File: src/rtl/load_store_unit_pkg.sv
// rtl/load_store_unit_pkg.sv - shared size/state encodings and helpers for the load/store unit
package load_store_unit_pkg;

    localparam int RISCV_WORD_WIDTH = 32;

    localparam logic [1:0] LSU_SIZE_BYTE = 2'b00;
    localparam logic [1:0] LSU_SIZE_HALF = 2'b01;
    localparam logic [1:0] LSU_SIZE_WORD = 2'b10;

    typedef enum logic [1:0] {
        LSU_IDLE = 2'd0,
        LSU_REQ  = 2'd1,
        LSU_WAIT = 2'd2
    } lsu_state_e;

    // Half needs a[0] clear, word needs a[1:0] clear; size 11 behaves as word.
    function automatic logic lsu_misaligned(input logic [1:0] size, input logic [1:0] off);
        logic mis;
        case (size)
            LSU_SIZE_BYTE: mis = 1'b0;
            LSU_SIZE_HALF: mis = off[0];
            default:       mis = (off != 2'b00);
        endcase
        return mis;
    endfunction

    // Natural-alignment mask of the low address bits for the given size.
    function automatic logic [1:0] lsu_align_offset(input logic [1:0] size, input logic [1:0] off);
        logic [1:0] o;
        case (size)
            LSU_SIZE_BYTE: o = off;
            LSU_SIZE_HALF: o = {off[1], 1'b0};
            default:       o = 2'b00;
        endcase
        return o;
    endfunction

endpackage

File: src/rtl/lsu_data_align.sv
// rtl/lsu_data_align.sv - byte-enable, store-lane replication and load extraction
module lsu_data_align
    import load_store_unit_pkg::*;
(
    input  logic [1:0]  size_i,
    input  logic        unsigned_i,
    input  logic [1:0]  off_i,
    input  logic [31:0] wdata_i,
    input  logic [31:0] rdata_i,
    output logic [3:0]  be_o,
    output logic [31:0] wdata_o,
    output logic [31:0] rdata_o
);

    logic [31:0] shifted;

    // Bring the addressed lane down to bit 0 before extension.
    assign shifted = rdata_i >> {off_i, 3'b000};

    // Lane selection for stores and sign/zero extension for loads.
    always_comb begin
        be_o    = 4'b1111;
        wdata_o = wdata_i;
        rdata_o = shifted;
        case (size_i)
            LSU_SIZE_BYTE: begin
                be_o    = 4'b0001 << off_i;
                wdata_o = {4{wdata_i[7:0]}};
                rdata_o = {{24{~unsigned_i & shifted[7]}}, shifted[7:0]};
            end
            LSU_SIZE_HALF: begin
                be_o    = 4'b0011 << {off_i[1], 1'b0};
                wdata_o = {2{wdata_i[15:0]}};
                rdata_o = {{16{~unsigned_i & shifted[15]}}, shifted[15:0]};
            end
            default: begin
                be_o    = 4'b1111;
                wdata_o = wdata_i;
                rdata_o = shifted;
            end
        endcase
    end

endmodule

File: src/rtl/load_store_unit.sv
// rtl/load_store_unit.sv - memory-access stage; optional misalignment trap via LSU_MISALIGN_TRAP_EN
module load_store_unit
    import load_store_unit_pkg::*;
#(
    parameter int ADDR_WIDTH = RISCV_WORD_WIDTH
) (
    input  logic                  clk_i,
    input  logic                  rst_i,
    input  logic                  req_valid_i,
    output logic                  req_ready_o,
    input  logic                  req_we_i,
    input  logic [1:0]            req_size_i,
    input  logic                  req_unsigned_i,
    input  logic [ADDR_WIDTH-1:0] req_addr_i,
    input  logic [31:0]           req_wdata_i,
    input  logic [4:0]            req_rd_i,
    output logic                  rsp_valid_o,
    output logic [31:0]           rsp_rdata_o,
    output logic [4:0]            rsp_rd_o,
    output logic                  rsp_err_o,
    output logic                  data_req_o,
    input  logic                  data_gnt_i,
    output logic [ADDR_WIDTH-1:0] data_addr_o,
    output logic                  data_we_o,
    output logic [3:0]            data_be_o,
    output logic [31:0]           data_wdata_o,
    input  logic                  data_rvalid_i,
    input  logic [31:0]           data_rdata_i
);

    lsu_state_e            state_q;
    logic [1:0]            size_q;
    logic                  uns_q;
    logic [1:0]            off_q;
    logic [4:0]            rd_q;
    logic                  data_req_q;
    logic                  data_we_q;
    logic [ADDR_WIDTH-1:0] data_addr_q;
    logic [3:0]            data_be_q;
    logic [31:0]           data_wdata_q;
    logic                  rsp_valid_q;
    logic [31:0]           rsp_rdata_q;
    logic [4:0]            rsp_rd_q;

    logic                  idle;
    logic [1:0]            off_d;
    logic [1:0]            size_sel;
    logic                  uns_sel;
    logic [1:0]            off_sel;
    logic [3:0]            be_d;
    logic [31:0]           wdata_d;
    logic [31:0]           rdata_d;

    assign idle  = (state_q == LSU_IDLE);
    // Low bits forced to natural alignment; a trapped access never reaches the bus anyway.
    assign off_d = lsu_align_offset(req_size_i, req_addr_i[1:0]);

    // One aligner serves both directions: request fields while IDLE, captured fields afterwards.
    assign size_sel = idle ? req_size_i     : size_q;
    assign uns_sel  = idle ? req_unsigned_i : uns_q;
    assign off_sel  = idle ? off_d          : off_q;

    lsu_data_align u_align (
        .size_i     (size_sel),
        .unsigned_i (uns_sel),
        .off_i      (off_sel),
        .wdata_i    (req_wdata_i),
        .rdata_i    (data_rdata_i),
        .be_o       (be_d),
        .wdata_o    (wdata_d),
        .rdata_o    (rdata_d)
    );

`ifdef LSU_MISALIGN_TRAP_EN
    logic rsp_err_q;
`endif

    // Access FSM: IDLE captures, REQ holds the bus payload until grant, WAIT collects rvalid.
    always_ff @(posedge clk_i or posedge rst_i) begin
        if (rst_i) begin
            state_q      <= LSU_IDLE;
            size_q       <= 2'b00;
            uns_q        <= 1'b0;
            off_q        <= 2'b00;
            rd_q         <= 5'd0;
            data_req_q   <= 1'b0;
            data_we_q    <= 1'b0;
            data_addr_q  <= '0;
            data_be_q    <= 4'b0000;
            data_wdata_q <= 32'd0;
            rsp_valid_q  <= 1'b0;
            rsp_rdata_q  <= 32'd0;
            rsp_rd_q     <= 5'd0;
`ifdef LSU_MISALIGN_TRAP_EN
            rsp_err_q    <= 1'b0;
`endif
        end else begin
            rsp_valid_q <= 1'b0;
`ifdef LSU_MISALIGN_TRAP_EN
            rsp_err_q   <= 1'b0;
`endif
            case (state_q)
                LSU_IDLE: begin
                    if (req_valid_i) begin
                        size_q       <= req_size_i;
                        uns_q        <= req_unsigned_i;
                        off_q        <= off_d;
                        rd_q         <= req_rd_i;
                        data_we_q    <= req_we_i;
                        data_addr_q  <= {req_addr_i[ADDR_WIDTH-1:2], 2'b00};
                        data_be_q    <= be_d;
                        data_wdata_q <= wdata_d;
`ifdef LSU_MISALIGN_TRAP_EN
                        if (lsu_misaligned(req_size_i, req_addr_i[1:0])) begin
                            rsp_valid_q <= 1'b1;
                            rsp_err_q   <= 1'b1;
                            rsp_rdata_q <= 32'd0;
                            rsp_rd_q    <= req_rd_i;
                        end else begin
                            data_req_q <= 1'b1;
                            state_q    <= LSU_REQ;
                        end
`else
                        data_req_q <= 1'b1;
                        state_q    <= LSU_REQ;
`endif
                    end
                end
                LSU_REQ: begin
                    if (data_gnt_i) begin
                        data_req_q <= 1'b0;
                        state_q    <= LSU_WAIT;
                    end
                end
                LSU_WAIT: begin
                    if (data_rvalid_i) begin
                        rsp_valid_q <= 1'b1;
                        rsp_rdata_q <= data_we_q ? 32'd0 : rdata_d;
                        rsp_rd_q    <= rd_q;
                        state_q     <= LSU_IDLE;
                    end
                end
                default: begin
                    state_q    <= LSU_IDLE;
                    data_req_q <= 1'b0;
                end
            endcase
        end
    end

    assign req_ready_o  = idle;
    assign rsp_valid_o  = rsp_valid_q;
    assign rsp_rdata_o  = rsp_rdata_q;
    assign rsp_rd_o     = rsp_rd_q;
    assign data_req_o   = data_req_q;
    assign data_we_o    = data_we_q;
    assign data_addr_o  = data_addr_q;
    assign data_be_o    = data_be_q;
    assign data_wdata_o = data_wdata_q;
`ifdef LSU_MISALIGN_TRAP_EN
    assign rsp_err_o    = rsp_err_q;
`else
    assign rsp_err_o    = 1'b0;
`endif

endmodule

File: config.mk
export PLATFORM = sky130hd
export DESIGN_NAME = load_store_unit
export DESIGN_NICKNAME = d
export VERILOG_FILES = /design/src/rtl/load_store_unit_pkg.sv /design/src/rtl/lsu_data_align.sv /design/src/rtl/load_store_unit.sv
export SDC_FILE = /design/constraint.sdc
export NUM_CORES = 1
export LEC_CHECK = 0
export ABC_AREA = 1
export BUFFER_PORTS_ARGS = -buffer_cell sky130_fd_sc_hd__buf_2
export CAP_MARGIN = 20
export CORE_ASPECT_RATIO = 0.7
export CORE_UTILIZATION = 50
export CTS_CLUSTER_SIZE = 10
export DETAILED_ROUTE_END_ITERATION = 8
export GPL_ROUTABILITY_DRIVEN = 0
export PLACE_DENSITY = 0.84
export SYNTH_ARGS = -nofsm -noshare
export SYNTH_HDL_FRONTEND = slang
export SYNTH_SLANG_ARGS = --single-unit
File: constraint.sdc
create_clock -name clk_i -period 5.4 [get_ports clk_i]
set_input_delay 0.27 -clock clk_i [delete_from_list [all_inputs] [get_ports clk_i]]
set_output_delay 0.27 -clock clk_i [all_outputs]
set_load 0.03 [all_outputs]
==> Word level (Yosys, flattened, before mapping) <==
Index checks and enable logic that the tools add are counted.
{ "totals": {"register_bits": 118, "latch_bits": 0, "ramBits": 0, "mem_bits_ro": 0, "in_bits": 110, "out_inout_bits": 110, "elab_cells": 51, "memories": 0} }
{ "op_classes": {"add_sub_neg": 0, "mul": 0, "div_mod_pow": 0, "magnitude_cmp": 0, "eq_ne": 7, "shifts": 3, "n_mux": 17, "bitwise": 4, "n_reduce_logical": 7} }
{ "op_table": {"columns": ["cell", "n"], "rows": [
  ["case mux 32 bit (2 select lines)", 2],
  ["two-way mux 32 bit", 1],
  [">> shifter 32 x 5 -> 32 bit", 1],
  ["two-way mux 2 bit", 5],
  ["case mux 4 bit (2 select lines)", 1],
  ["== test 2 x 1 -> 1 bit, second input constant", 3],
  ["zero test 2 bit", 3],
  ["!= test 2 bit, second input constant", 3],
  ["case mux 2 bit (3 select lines)", 1],
  ["AND reduction 3 bit", 2],
  ["two-way mux 1 bit", 5],
  ["case mux 2 bit (2 select lines)", 1],
  ["AND reduction 2 bit", 2],
  ["<< shifter 1 x 2 -> 4 bit, first input constant", 1],
  ["<< shifter 2 x 2 -> 4 bit, first input constant", 1],
  ["case mux 1 bit (3 select lines)", 1],
  ["AND 1 bit", 2],
  ["== test 2 bit, second input constant", 1],
  ["inverter 1 bit", 2]
]} }

==> Logic depth before layout (Yosys ltp) <==
Gate-level depths: netlist of run 1.
{ "depth": {"ltp_word": 7, "ltp_mapped": 12, "mapped_depth_nobuf": 11} }

==> Modules after synthesis <==
A second synthesis of run 1 with hierarchy kept.
{ "hier_totals": {"cells_unflattened": 777, "area_unflattened_um2": 5879.4} }
{ "by_module_without_submodules": {"columns": ["mod", "n_inst", "cells_each", "area_per_inst_um2", "seq_area_each_um2"], "rows": [
  ["load_store_unit", 1, 524, 4631.9, 2952.8],
  ["lsu_data_align", 1, 253, 1247.4, 0.0]
]} }

==> Worst setup path after synthesis of run 1 <==
No wires, ideal clock.
{ "synth_timing": {"path_kind": "register to register", "startpoint": "reg state_q[0]", "endpoint": "reg rsp_rdata_q[16], in the netlist rsp_rdata_o[16]", "setup_time_ns": 0.117, "arrival_ns": 1.601, "required_ns": 5.283, "slack_ns": 3.682, "path_stages_with_launch": 11, "n_path_buf": 2, "period_less_slack_ns": 1.718, "cell_sequence": "dfrtp_1 -> nor2_4 -> nand2_1 -> nand2_2 -> buf_6 -> nand2_1 -> nand3_4 -> nand3_4 -> buf_6 -> nand2_1 -> nand2_1"} }
{ "synth_between": {"elab_chain_len": 6, "word_cells_on_any_way": 14, "classes_between": "eq/ne (2); shift (1); mux (5); bitwise (3); reduce/logical (3)"} }
{ "synth_rtl": {"columns": ["element", "line_no", "source"], "rows": [
  ["start, declared", "load_store_unit.sv:31", "lsu_state_e state_q;"],
  ["start signal, assigned", "load_store_unit.sv:81", "state_q <= LSU_IDLE;"],
  ["start signal, assigned", "load_store_unit.sv:125", "state_q <= LSU_REQ;"],
  ["start signal, assigned", "load_store_unit.sv:132", "state_q <= LSU_WAIT;"],
  ["zero test 2 bit *", "load_store_unit.sv:54", "assign idle = (state_q == LSU_IDLE);"],
  ["named net req_ready_o", "load_store_unit.sv:10", "output logic req_ready_o,"],
  ["two-way mux 2 bit or two-way mux 1 bit (tied branches)", "load_store_unit.sv:61, load_store_unit.sv:60", null],
  [">> shifter 32 x 5 -> 32 bit or inverter 1 bit (tied branches)", "lsu_data_align.sv:18, lsu_data_align.sv:29, lsu_data_align.sv:34", null],
  ["AND 1 bit, on equally long branches", "lsu_data_align.sv:34, lsu_data_align.sv:29", null],
  ["case mux 32 bit (2 select lines) *", "lsu_data_align.sv:25", "case (size_i)"],
  ["two-way mux 32 bit *", "load_store_unit.sv:138", "rsp_rdata_q <= data_we_q ? 32'd0 : rdata_d;"],
  ["end signal, assigned", "load_store_unit.sv:138", null],
  ["end, declared", "load_store_unit.sv:42", "logic [31:0] rsp_rdata_q;"]
]} }
Mark *: on every way through the listed nets, which the timed path passes. The rest lies on a longest branch.
A chain may end at the register's enable or synchronous reset.

==> Final worst setup path of run 1 <==
{ "layout_timing": {"startpoint": "reg state_q[0]", "endpoint": "reg data_wdata_q[25], in the netlist data_wdata_o[25]"} }
{ "layout_between": {"elab_chain_len": 4, "word_cells_on_any_way": 6, "classes_between": "eq/ne (1); mux (2); reduce/logical (3)"} }
{ "layout_rtl": {"columns": ["element", "line_no", "source"], "rows": [
  ["zero test 2 bit *", "load_store_unit.sv:54, load_store_unit.sv:102", null],
  ["two-way mux 2 bit", "load_store_unit.sv:59", "assign size_sel = idle ? req_size_i : size_q;"],
  ["== test 2 x 1 -> 1 bit or zero test 2 bit (tied branches)", "lsu_data_align.sv:25", null],
  ["case mux 32 bit (2 select lines)", "lsu_data_align.sv:25", null],
  ["end signal, assigned", "load_store_unit.sv:112", "data_wdata_q <= wdata_d;"],
  ["end, declared", "load_store_unit.sv:40", "logic [31:0] data_wdata_q;"]
]} }
Every way passes the cells marked *; elsewhere a longest branch is shown, timed or not.

==> impl_metrics.csv, run 1 <==
group,metric,value,unit
status,status,"complete, no violations",
setup_path,startpoint,"state_q[0]",
cts,cts_root_buf,"clkbuf_16",
routing,drt_first_pass_iters,5,
die,coreArea,0.0106,mm²
routing,drt-total-wl,15700,µm
cts,cts_htree_levels,4,
min_path,min-delay-path-class,"in2async",
setup_path,crit_path_start_kind,"flip-flop",
setup_path,endpoint_kind,"flip-flop",
synth,ys_seq_area_share,52.7,%
cts,cts_tree,"yes",
setup_path,critical_path.most_common_cell,"nand2_1",
routing,drcViolationCount,0,
timing,rsz0062_at_grt,"false",
setup_path,rrSetupSlack,2.74,ns
setup_path,criticalPathCategory,"reg2reg",
synth,synth-seq-cells,118,
power_and_ir_drop,power,5.41,mW
setup_path,crit_arrival,2.98,ns
setup_path,path_cells,"nor2_4 > nand2_1 > nand2_1 > inv_1 > nor2_2 > nand2_1 > a31oi_1",
run,maxCapViolCount,0,
power_and_ir_drop,pwr_density_cell,737,mW/mm²
power_and_ir_drop,ir_drop,0.389,mV
die,die_x,129,µm
timing,finalHoldViolations,0,
power_and_ir_drop,power.leakage,4.22,nW
global_route,antenna_found_initial,1,
cts,clk_pin_slew,0.05,ns
cts,cts-buffers-inserted,17,
cts,cts.sinks,118,
timing,layout_min_cycle_time,2.66,ns
final_layout,nets,1042,
timing,setup_violations,0,
cts,ctsHoldBuffers,0,
setup_path,path_max_fanout,33,
timing,max_freq,376,MHz
global_route,grt_first_pass_wirelength,25600,µm
timing,period_share,49.3,%
place,detailedPlace.worstSlack,2.80,ns
routing,ant_nets,0,
global_route,overflow,0,
timing,slew_headroom,37.5,%
routing,via_count,5484,
cts,clock_latency,0.41,ns
cts,cts_resized,0,
synth,synth.avg_cell_area,7.67,µm²
routing,drt-initial-drc-count,475,
synth,yosysWarnings,0,
synth,netlist_area,0.00560,mm²
timing,fin_tns_setup,0,ns
global_route,grt_max_degree,70,
global_route,grt_usage,28.4,%
setup_path,critPathRequiredTime,5.71,ns
routing,wire_per_inst,14.4,µm
cts,post_cts_buffers,0,
place,io_buffer_count,216,
final_layout,syn_to_final_growth,31.0,%
final_layout,fillers,907,
place,dpl.hpwl,10900,µm
final_layout,drive_gt1_share,29.4,%
die,floorplan.initialDensity,52.7,%
timing,worst_slew_pin_slew,0.937,ns
die,die-area,0.0116,mm²
routing,routed_via_density,5.01,
timing,drv_slew,0,
setup_path,max_stage_delay,0.56,ns
setup_path,r2r_start,"state_q[0]",
die,io_pins,220,
setup_path,crit_slowest_cell,"inv_1",
global_route,grt_pass1_vias,5221,
cts,clockBufferDepth,2,
synth,ys_types,26,
die,die_h,90.6,µm
synth,netlist_instances,730,
timing,fin_ws,2.74,ns
timing,skew,0.00843,ns
die,rows,31,
[worst max-delay path: cells and delay by family (launching register included)]
kind	cells	cell delay, ns
AO/OA/AOI/OAI	1	0.22
AND/OR/NAND/NOR	5	1.34
buffers and inverters	1	0.56
flip-flops	1	0.44
[path summary, 6_finish.rpt]
path / endpoint / cells after the start
min in group clk_i: data_addr_o[16] / 3
max: data_wdata_o[25] / 7
max in group asynchronous: rsp_rdata_o[31] / 3
min reg2reg: rsp_rdata_o[11] / 2
min: rsp_valid_o / 2
max reg2reg: data_wdata_o[25] / 7
[power breakdown]
part / switching (mW) / total, mW / internal [mW]
logic: 1.98 / 2.69 / 0.718
clock network: 0.401 / 1.18 / 0.782
registers: 0.231 / 1.53 / 1.30
total: 2.61 / 5.41 / 2.80
[metal layers]
| layer | routed length [µm] | GRT usage [%] | share of wire (%) |
|---|---|---|---|
| met5 | 0 | 0 | 0 |
| met2 | 6810 | 42.6 | 43 |
| met4 | 265 | 7.94 | 1.7 |
| met3 | 1560 | 9.12 | 9.9 |
| met1 | 7110 | 39.4 | 45 |
[state kept, by name (all words and copies together) (netlist names)]
register and count:
data_wdata_o 32, data_we_o 1, rsp_rdata_o 32, uns_q 1, off_q 2, data_addr_o 30
data_be_o 4, rd_q 5, rsp_valid_o 1, size_q 2, state_q 2, data_req_o 1
rsp_rd_o 5
[metrics by stage]
stage / area [µm²] / util [%] / std cells / hold slack, ns
floorplan: 5610 / - / 732 / 0.380
global placement: 6720 / 63.2 / 1061 / 0.456
detailed placement: 6720 / 63.2 / 1061 / 0.458
CTS: 7340 / 69.0 / 1093 / 0.0433
global route: 7340 / 69.0 / 1093 / 0.0411
finish: 7340 / 69.1 / 1094 / 0.0390
[cell type report]
cell class	instances	area, µm²	share of cell area, %
Sequential cell	118	2950	40.2
Clock buffer	19	443	6.03
Clock inverter	13	179	2.44
Inverter	50	190	2.59
Multi-Input combinational cell	525	2280	31.0
Tap cell	148	185	2.52
Antenna cell	1	2.50	0.0341
Timing Repair Buffer	220	1110	15.1
[cells in the mapped netlist, drive strengths merged]
| cell | count | share of area, % |
|---|---|---|
| o21ai | 61 | 5.5 |
| conb | 1 | 0.067 |
| or2 | 6 | 0.67 |
| nand3 | 30 | 3.6 |
| clkbuf | 15 | 1.0 |
| a21oi | 35 | 3.1 |
| nand2 | 346 | 23 |
| inv | 50 | 3.4 |
| dfrtp | 118 | 53 |
| a31oi | 8 | 0.89 |
| o211ai | 5 | 0.67 |
| buf | 24 | 2.5 |
| nor2 | 31 | 2.6 |
[cell families (layout without fill, tap and decap cells)]
family	Yosys count	after routing	synth area share (%)
AO/OA/AOI/OAI	109	109	10.2
buffers and inverters	89	302	6.83
flip-flops	118	118	52.7
other	1	4	0.0669
AND/OR/NAND/NOR	413	413	30.2
[layout by cell type, fill, tap and decap left out, drive strengths merged]
cell type  synthesis  layout
buf               24     220
conb               1       3
o21ai             61      61
dfrtp            118     118
bufinv             0       4
clkinv             0       7
o211ai             5       5
nor2              31      31
nand3             30      30
inv               50      51
clkbuf            15      19
nand2            346     346
or2                6       6
clkinvlp           0       1
diode              0       1
a31oi              8       8
a21oi             35      35
(Power assumes the default switching activity.)
==> run 2: changes to the inputs <==
--- a/config.mk
+++ b/config.mk
@@ -5,15 +5,15 @@
 export SDC_FILE = /design/constraint.sdc
 export NUM_CORES = 1
 export LEC_CHECK = 0
-export ABC_AREA = 1
+export ABC_AREA = 0
 export BUFFER_PORTS_ARGS = -buffer_cell sky130_fd_sc_hd__buf_2
 export CAP_MARGIN = 20
 export CORE_ASPECT_RATIO = 0.7
-export CORE_UTILIZATION = 50
+export CORE_UTILIZATION = 49
 export CTS_CLUSTER_SIZE = 10
 export DETAILED_ROUTE_END_ITERATION = 8
 export GPL_ROUTABILITY_DRIVEN = 0
-export PLACE_DENSITY = 0.84
+export PLACE_DENSITY = 0.83
 export SYNTH_ARGS = -nofsm -noshare
 export SYNTH_HDL_FRONTEND = slang
 export SYNTH_SLANG_ARGS = --single-unit
==> constraint.sdc (replaced) <==
create_clock -name clk_i -period 2.5 [get_ports clk_i]
set_input_delay 0.125 -clock clk_i [delete_from_list [all_inputs] [get_ports clk_i]]
set_output_delay 0.125 -clock clk_i [all_outputs]
set_load 0.03 [all_outputs]
==> run 2 against run 1 <==
Effect of this change: sequential share of layout area down 2.4 points; global-route usage increased by 3.0 points; flip-flop and latch count did not move; wire length grew 11%; critical path type unchanged; largest cell class unchanged; largest power group unchanged; highest routed layer unchanged.
==> impl_metrics.csv, run 2 <==
group,metric,value,unit
synth,yosysTopAreaCell,"dfrtp_1",
setup_path,crit_path_start_kind,"flip-flop",
synth,synth_common_cells,"nand2_1 (237), dfrtp_1 (118), o21ai_0 (39), mux2i_1 (28), clkbuf_1 (24)",
synth,synth_edf_count,0,
timing,layout_min_cycle_time,2.40,ns
cts,cts-buffers-inserted,17,
final_layout,final_cell_mix,"nand2_1 (236), buf_2 (216), dfrtp_1 (118)",
die,coreArea,0.0106,mm²
timing,fin_tns_setup,0,ns
power_and_ir_drop,pwr_density_cell,1330,mW/mm²
routing,via_count,5625,
synth,ys_types,45,
die,rows,31,
setup_path,r2r_cells,8,
synth,netlist_area,0.00545,mm²
global_route,grt_pass1_vias,5608,
setup_path,crit_slowest_cell,"dfrtp_1",
timing,slew_headroom,43.9,%
cts,cts.sinks,118,
synth,synth_flop_cell,"dfrtp_1",
cts,cts_tree,"yes",
routing,routed_via_density,5.51,
min_path,min_path_cells,3,
synth,synth-async-reset-ratio,100,%
routing,drt_first_pass_iters,5,
setup_path,critPathRequiredTime,2.78,ns
final_layout,drive_gt1_share,33.8,%
min_path,min-delay-path-class,"in2reg",
routing,drcViolationCount,0,
synth,ys_seq_area_share,54.2,%
timing,max_freq,417,MHz
setup_path,crit_arrival,2.67,ns
timing,hold-worst-slack,0.0203,ns
timing,worst_slew_pin_slew,0.839,ns
final_layout,diodes,0,
final_layout,layout_commonest_cell,"nand2_1",
synth,synth-seq-cells,118,
cts,cts_htree_levels,4,
cts,cts_root_buf,"clkbuf_16",
place,io_buffer_count,216,
die,floorplan.initialDensity,51.4,%
final_layout,syn_to_final_growth,43.3,%
timing,skew,0.0112,ns
power_and_ir_drop,power.leakage,4.21,nW
synth,yosysWarnings,0,
final_layout,nets,973,
setup_path,endpoint_kind,"flip-flop",
synth,netlist_instances,591,
run,maxCapViolCount,0,
cts,clockBufferDepth,2,
cts,clk_pin_slew,0.05,ns
min_path,whs_endpoint,"state_q[1]",
synth,synth_most_common_cell,"nand2_1",
synth,ys_top_cells_by_area,"dfrtp_1 (54%), nand2_1 (16%), mux2i_1 (5.1%)",
die,die_h,90.2,µm
timing,drv_slew,0,
setup_path,max_stage_delay,0.47,ns
die,io_pins,220,
timing,setup_violations,0,
setup_path,cpLargestDelayFamily,"multiplexers",
routing,drt-initial-drc-count,464,
status,status,"complete, no violations",
global_route,antenna_found_initial,0,
setup_path,path_max_fanout,22,
global_route,overflow,0,
global_route,grt_max_degree,69,
place,dpl.hpwl,11400,µm
setup_path,r2r_start,"state_q[0]",
setup_path,r2r-end,"rsp_rdata_o[0]",
routing,ant_nets,0,
die,die-area,0.0116,mm²
die,die_x,128,µm
global_route,grt_first_pass_wirelength,28000,µm
setup_path,rrSetupSlack,0.10,ns
cts,clock_latency,0.40,ns
setup_path,path_cells,"or2_4 > inv_8 > mux2i_4 > buf_6 > mux2_2 > nor2_1 > a21oi_1 > a22o_1",
global_route,grt_usage,31.4,%
routing,wire_per_inst,17.1,µm
timing,rsz0062_at_grt,"false",
synth,synth.avg_cell_area,9.22,µm²
setup_path,critPathBufInv,2,
timing,period_share,95.9,%
timing,finalHoldViolations,0,
min_path,hp-start,"data_gnt_i",
final_layout,fillers,748,
synth,synth_top_area_share,54.2,%
setup_path,criticalPathCategory,"reg2reg",
routing,drt-total-wl,17500,µm
power_and_ir_drop,ir_drop,0.783,mV
-- run 2: worst min-delay path, cell delays in order --
cell and delay [ns]:
buf_2 0.10, nand3_1 0.07, o31ai_1 0.08
-- run 2: cell families (layout without fill, tap and decap cells) --
| kind of cell | Yosys count | after routing | share of synthesized area (%) |
|---|---|---|---|
| and+or+nand+nor | 273 | 273 | 19.7 |
| muxes | 37 | 37 | 7.28 |
| DFF | 118 | 118 | 54.2 |
| buffers and inverters | 43 | 323 | 4.02 |
| AOI/OAI and AO/OA | 119 | 119 | 14.7 |
| other | 1 | 3 | 0.0688 |
-- run 2: what timing repair did --
| action | CTS | global route |
|---|---|---|
| setup buffers | 0 | 0 |
| endpoints found under the setup margin | 0 | 14 |
| hold buffers | 54 | 0 |
| gates resized for setup | 0 | 5 |
| hold endpoints to repair | 86 | 0 |
-- run 2: cell type report --
cell class | instances | area (µm²) | share of cell area, %
clock inverter | 5 | 50.0 | 0.641
multi-input combinational | 432 | 2300 | 29.4
clock buffer | 24 | 482 | 6.17
inverter | 5 | 30.0 | 0.385
timing repair buffer | 289 | 1810 | 23.2
sequential | 118 | 2950 | 37.8
tap | 148 | 185 | 2.37
-- run 2: routing by layer --
metal	track usage (%)	vias up	wire (µm)
li1	-	2532	-
met1	40.2	2649	6790
met2	48.2	377	8210
met3	8.87	67	1860
met4	17.1	0	619
met5	0	-	0
-- run 2: power by group --
| group | total [mW] | switching [mW] | internal [mW] |
|---|---|---|---|
| logic | 4.84 | 3.34 | 1.49 |
| clock network | 2.22 | 0.802 | 1.42 |
| registers | 3.29 | 0.526 | 2.76 |
| total | 10.3 | 4.67 | 5.67 |
-- run 2: how the worst max path moves through the flow --
stage | startpoint | to | cells past startpoint | slack [ns]
2_1_floorplan | state_q[0] | rsp_rdata_o[18] | 9 | 0.23
3_3_place_gp | state_q[0] | rsp_rdata_o[6] | 8 | 0.19
3_5_place_dp | state_q[0] | rsp_rdata_o[0] | 8 | 0.10
4_1_cts | state_q[0] | rsp_rdata_o[0] | 8 | 0.08
5_1_grt | state_q[0] | rsp_rdata_o[0] | 8 | 0.05
6_report | state_q[0] | rsp_rdata_o[0] | 8 | 0.10
-- run 2: per-stage QoR --
stage | setup slack (ns) | cell area, µm² | util, % | std cells | total power [mW]
final | 0.103 | 7810 | 73.7 | 1021 | 10.3
after CTS | 0.0832 | 7790 | 73.6 | 1021 | 10.3
after global placement | 0.188 | 6720 | 63.5 | 938 | 7.80
after detailed placement | 0.100 | 6720 | 63.5 | 938 | 7.95
after global routing | 0.0460 | 7810 | 73.7 | 1021 | 10.9
after floorplan | 0.231 | 5460 | - | 593 | 6.48
==> run 3: changes to the inputs <==
--- a/config.mk
+++ b/config.mk
@@ -5,7 +5,7 @@
 export SDC_FILE = /design/constraint.sdc
 export NUM_CORES = 1
 export LEC_CHECK = 0
-export ABC_AREA = 0
+export ABC_AREA = 1
 export BUFFER_PORTS_ARGS = -buffer_cell sky130_fd_sc_hd__buf_2
 export CAP_MARGIN = 20
 export CORE_ASPECT_RATIO = 0.7
@@ -13,7 +13,7 @@
 export CTS_CLUSTER_SIZE = 10
 export DETAILED_ROUTE_END_ITERATION = 8
 export GPL_ROUTABILITY_DRIVEN = 0
-export PLACE_DENSITY = 0.83
+export PLACE_DENSITY = 0.82
 export SYNTH_ARGS = -nofsm -noshare
 export SYNTH_HDL_FRONTEND = slang
 export SYNTH_SLANG_ARGS = --single-unit
==> run 3 against run 2 <==
Effect of this change: clock power up 14%; worst hold slack lost 0.019 ns; clock skew grew 0.00090 ns; combinational power rose by 28%; core utilization shrank 0.31 points; final area rose by 3.9%; power is 17% higher; count of clock-buffer cells in the layout decreased by 3; fmax is 7.8% higher; largest power group unchanged; sequential share of layout area shrank 1.4 points; first-iteration DRC count increased by 13%; non-clock buffer count rose by 8; largest cell class unchanged.
==> impl_metrics.csv, run 3 (synthesis results as in run 1) <==
group,metric,value,unit
status,status,"complete, no violations",
global_route,grt_pass1_vias,5762,
cts,clk_pin_slew,0.06,ns
die,floorplan.initialDensity,50.7,%
place,io_buffer_count,216,
final_layout,layout_commonest_cell,"nand2_1",
power_and_ir_drop,p_seq_share,27.8,%
power_and_ir_drop,p_int,6.24,mW
min_path,min-delay-path-class,"in2reg",
cts,cts.sinks,118,
final_layout,final_cell_mix,"nand2_1 (340), buf_2 (216), dfrtp_1 (118)",
setup_path,crit_arrival,2.57,ns
setup_path,crit_slowest_cell,"dlygate4sd3_1",
setup_path,crit_path_start_kind,"flip-flop",
setup_path,r2r_start,"state_q[0]",
timing,rsz0062_at_grt,"false",
timing,drv_slew,0,
final_layout,drive_gt1_share,28.6,%
routing,wire_per_inst,15.4,µm
power_and_ir_drop,power.switching,5.83,mW
global_route,grt_max_degree,73,
routing,drt-total-wl,18100,µm
power_and_ir_drop,clkPwrFrac,20.8,%
min_path,min_path_cells,3,
power_and_ir_drop,pwr_density_cell,1490,mW/mm²
timing,skew,0.0121,ns
die,die-area,0.0119,mm²
routing,ant_nets,0,
timing,slew_headroom,52.0,%
setup_path,r2r-end,"data_wdata_o[24]",
power_and_ir_drop,power,12.1,mW
die,rows,32,
die,io_pins,220,
timing,layout_min_cycle_time,2.22,ns
setup_path,path_max_fanout,9,
run,maxCapViolCount,0,
routing,drcViolationCount,0,
cts,cts_htree_levels,4,
setup_path,endpoint_kind,"flip-flop",
cts,cts-buffers-inserted,17,
power_and_ir_drop,power.leakage,4.53,nW
final_layout,syn_to_final_growth,44.8,%
cts,clock_latency,0.40,ns
setup_path,path_cells,"nor2_4 > nand2_1 > nand2_2 > inv_1 > nor2_4 > nand2_1 > a31oi_1 > dlygate4sd3_1",
power_and_ir_drop,p_sw_share,48.3,%
cts,cts_root_buf,"clkbuf_16",
cts,cts_tree,"yes",
setup_path,critPathBufInv,2,
global_route,antenna_found_initial,2,
global_route,grt_usage,31.5,%
power_and_ir_drop,ir_drop,0.847,mV
die,die_h,91.5,µm
setup_path,cpLargestDelayFamily,"simple AND/OR/NAND/NOR gates",
routing,drt_first_pass_iters,5,
die,coreArea,0.0111,mm²
setup_path,rrSetupSlack,0.28,ns
setup_path,criticalPathCategory,"reg2reg",
global_route,grt_first_pass_wirelength,28400,µm
timing,worst_slew_pin_slew,0.719,ns
routing,routed_via_density,5.11,
timing,finalHoldViolations,0,
min_path,hp-start,"req_wdata_i[17]",
final_layout,nets,1119,
min_path,whs_endpoint,"data_wdata_o[17]",
setup_path,max_stage_delay,0.55,ns
die,die_x,130,µm
cts,clockBufferDepth,2,
timing,max_freq,450,MHz
routing,drt-initial-drc-count,525,
setup_path,r2r_cells,8,
power_and_ir_drop,pwr-share-comb,51.4,%
global_route,overflow,0,
place,dpl.hpwl,11400,µm
timing,fin_tns_setup,0,ns
timing,setup_violations,0,
routing,via_count,6012,
timing,period_share,88.9,%
setup_path,critPathRequiredTime,2.84,ns
==> run 3: cell count changes in the layout (fill, tap and decap cells not counted), moves of 6 or more <==
cell	before	now
nand2_1	236	340
inv_1	3	45
mux2i_1	26	0
nand3_1	5	23
o21ai_0	38	51
a21oi_1	23	35
dlygate4sd3_1	54	65
o21ai_2	10	1
a222oi_1	8	0
a22oi_1	8	0
a22o_1	7	0
mux2_2	7	0
nor2_1	19	26
o21ai_1	3	9
==> run 3: worst min-delay path, delay by kind of cell <==
| kind | cells | cell delay, ns |
|---|---|---|
| simple gates | 1 | 0.03 |
| buf+inv | 1 | 0.08 |
| compound gates | 1 | 0.14 |
==> run 3: worst max path at each step <==
stage / startpoint / end / depth (start not counted)
after floorplan: state_q[0] / rsp_rdata_o[16] / 10
after global placement: state_q[1] / rsp_rdata_o[2] / 8
after detailed placement: state_q[0] / rsp_rdata_o[10] / 9
after CTS: state_q[0] / data_wdata_o[24] / 10
after global routing: state_q[0] / data_wdata_o[24] / 8
final: state_q[0] / data_wdata_o[24] / 8
==> run 3: power by group through the flow <==
stage	clock (mW)	combinational, mW	sequential (mW)
after detailed placement	0	5.90	3.32
after global routing	2.65	6.72	3.45
after CTS	2.54	6.01	3.33
after floorplan	0	2.65	4.90
after global placement	0	5.80	3.32
final	2.52	6.20	3.36
==> run 3: what timing repair did <==
item	4_1_cts	5_1_grt
resized for setup	0	4
hold buffers	65	0
hold endpoints to repair	85	0
setup buffers	0	4
endpoints found under the setup margin	0	1
==> run 3: routing by layer <==
layer | GRT usage (%) | part of all wire, % | vias to the layer above
li1 | - | - | 2835
met1 | 42.3 | 43 | 2746
met2 | 48.8 | 45 | 383
met3 | 8.19 | 10 | 48
met4 | 11.5 | 2.3 | 0
met5 | 0 | 0 | -
==> run 3: cell type report <==
cell class / instances / area (µm²)
timing repair buffer: 297 / 1860
clock inverter: 11 / 148
tap: 153 / 191
clock buffer: 21 / 470
fill: 839 / 2940
antenna: 1 / 2.50
sequential: 118 / 2950
multi-input combinational: 525 / 2290
inverter: 50 / 195
==> run 3: per-stage QoR <==
step	hold slack [ns]	worst slack [ns]	util, %	cell area, µm²	std cells
after floorplan	0.235	0.782	-	5610	732
after global placement	0.203	0.501	61.5	6800	1074
after detailed placement	0.205	0.437	61.5	6800	1074
after CTS	0.00192	0.0213	73.0	8060	1171
after global routing	0.00658	0.124	73.4	8110	1176
final	0.00142	0.277	73.4	8110	1176
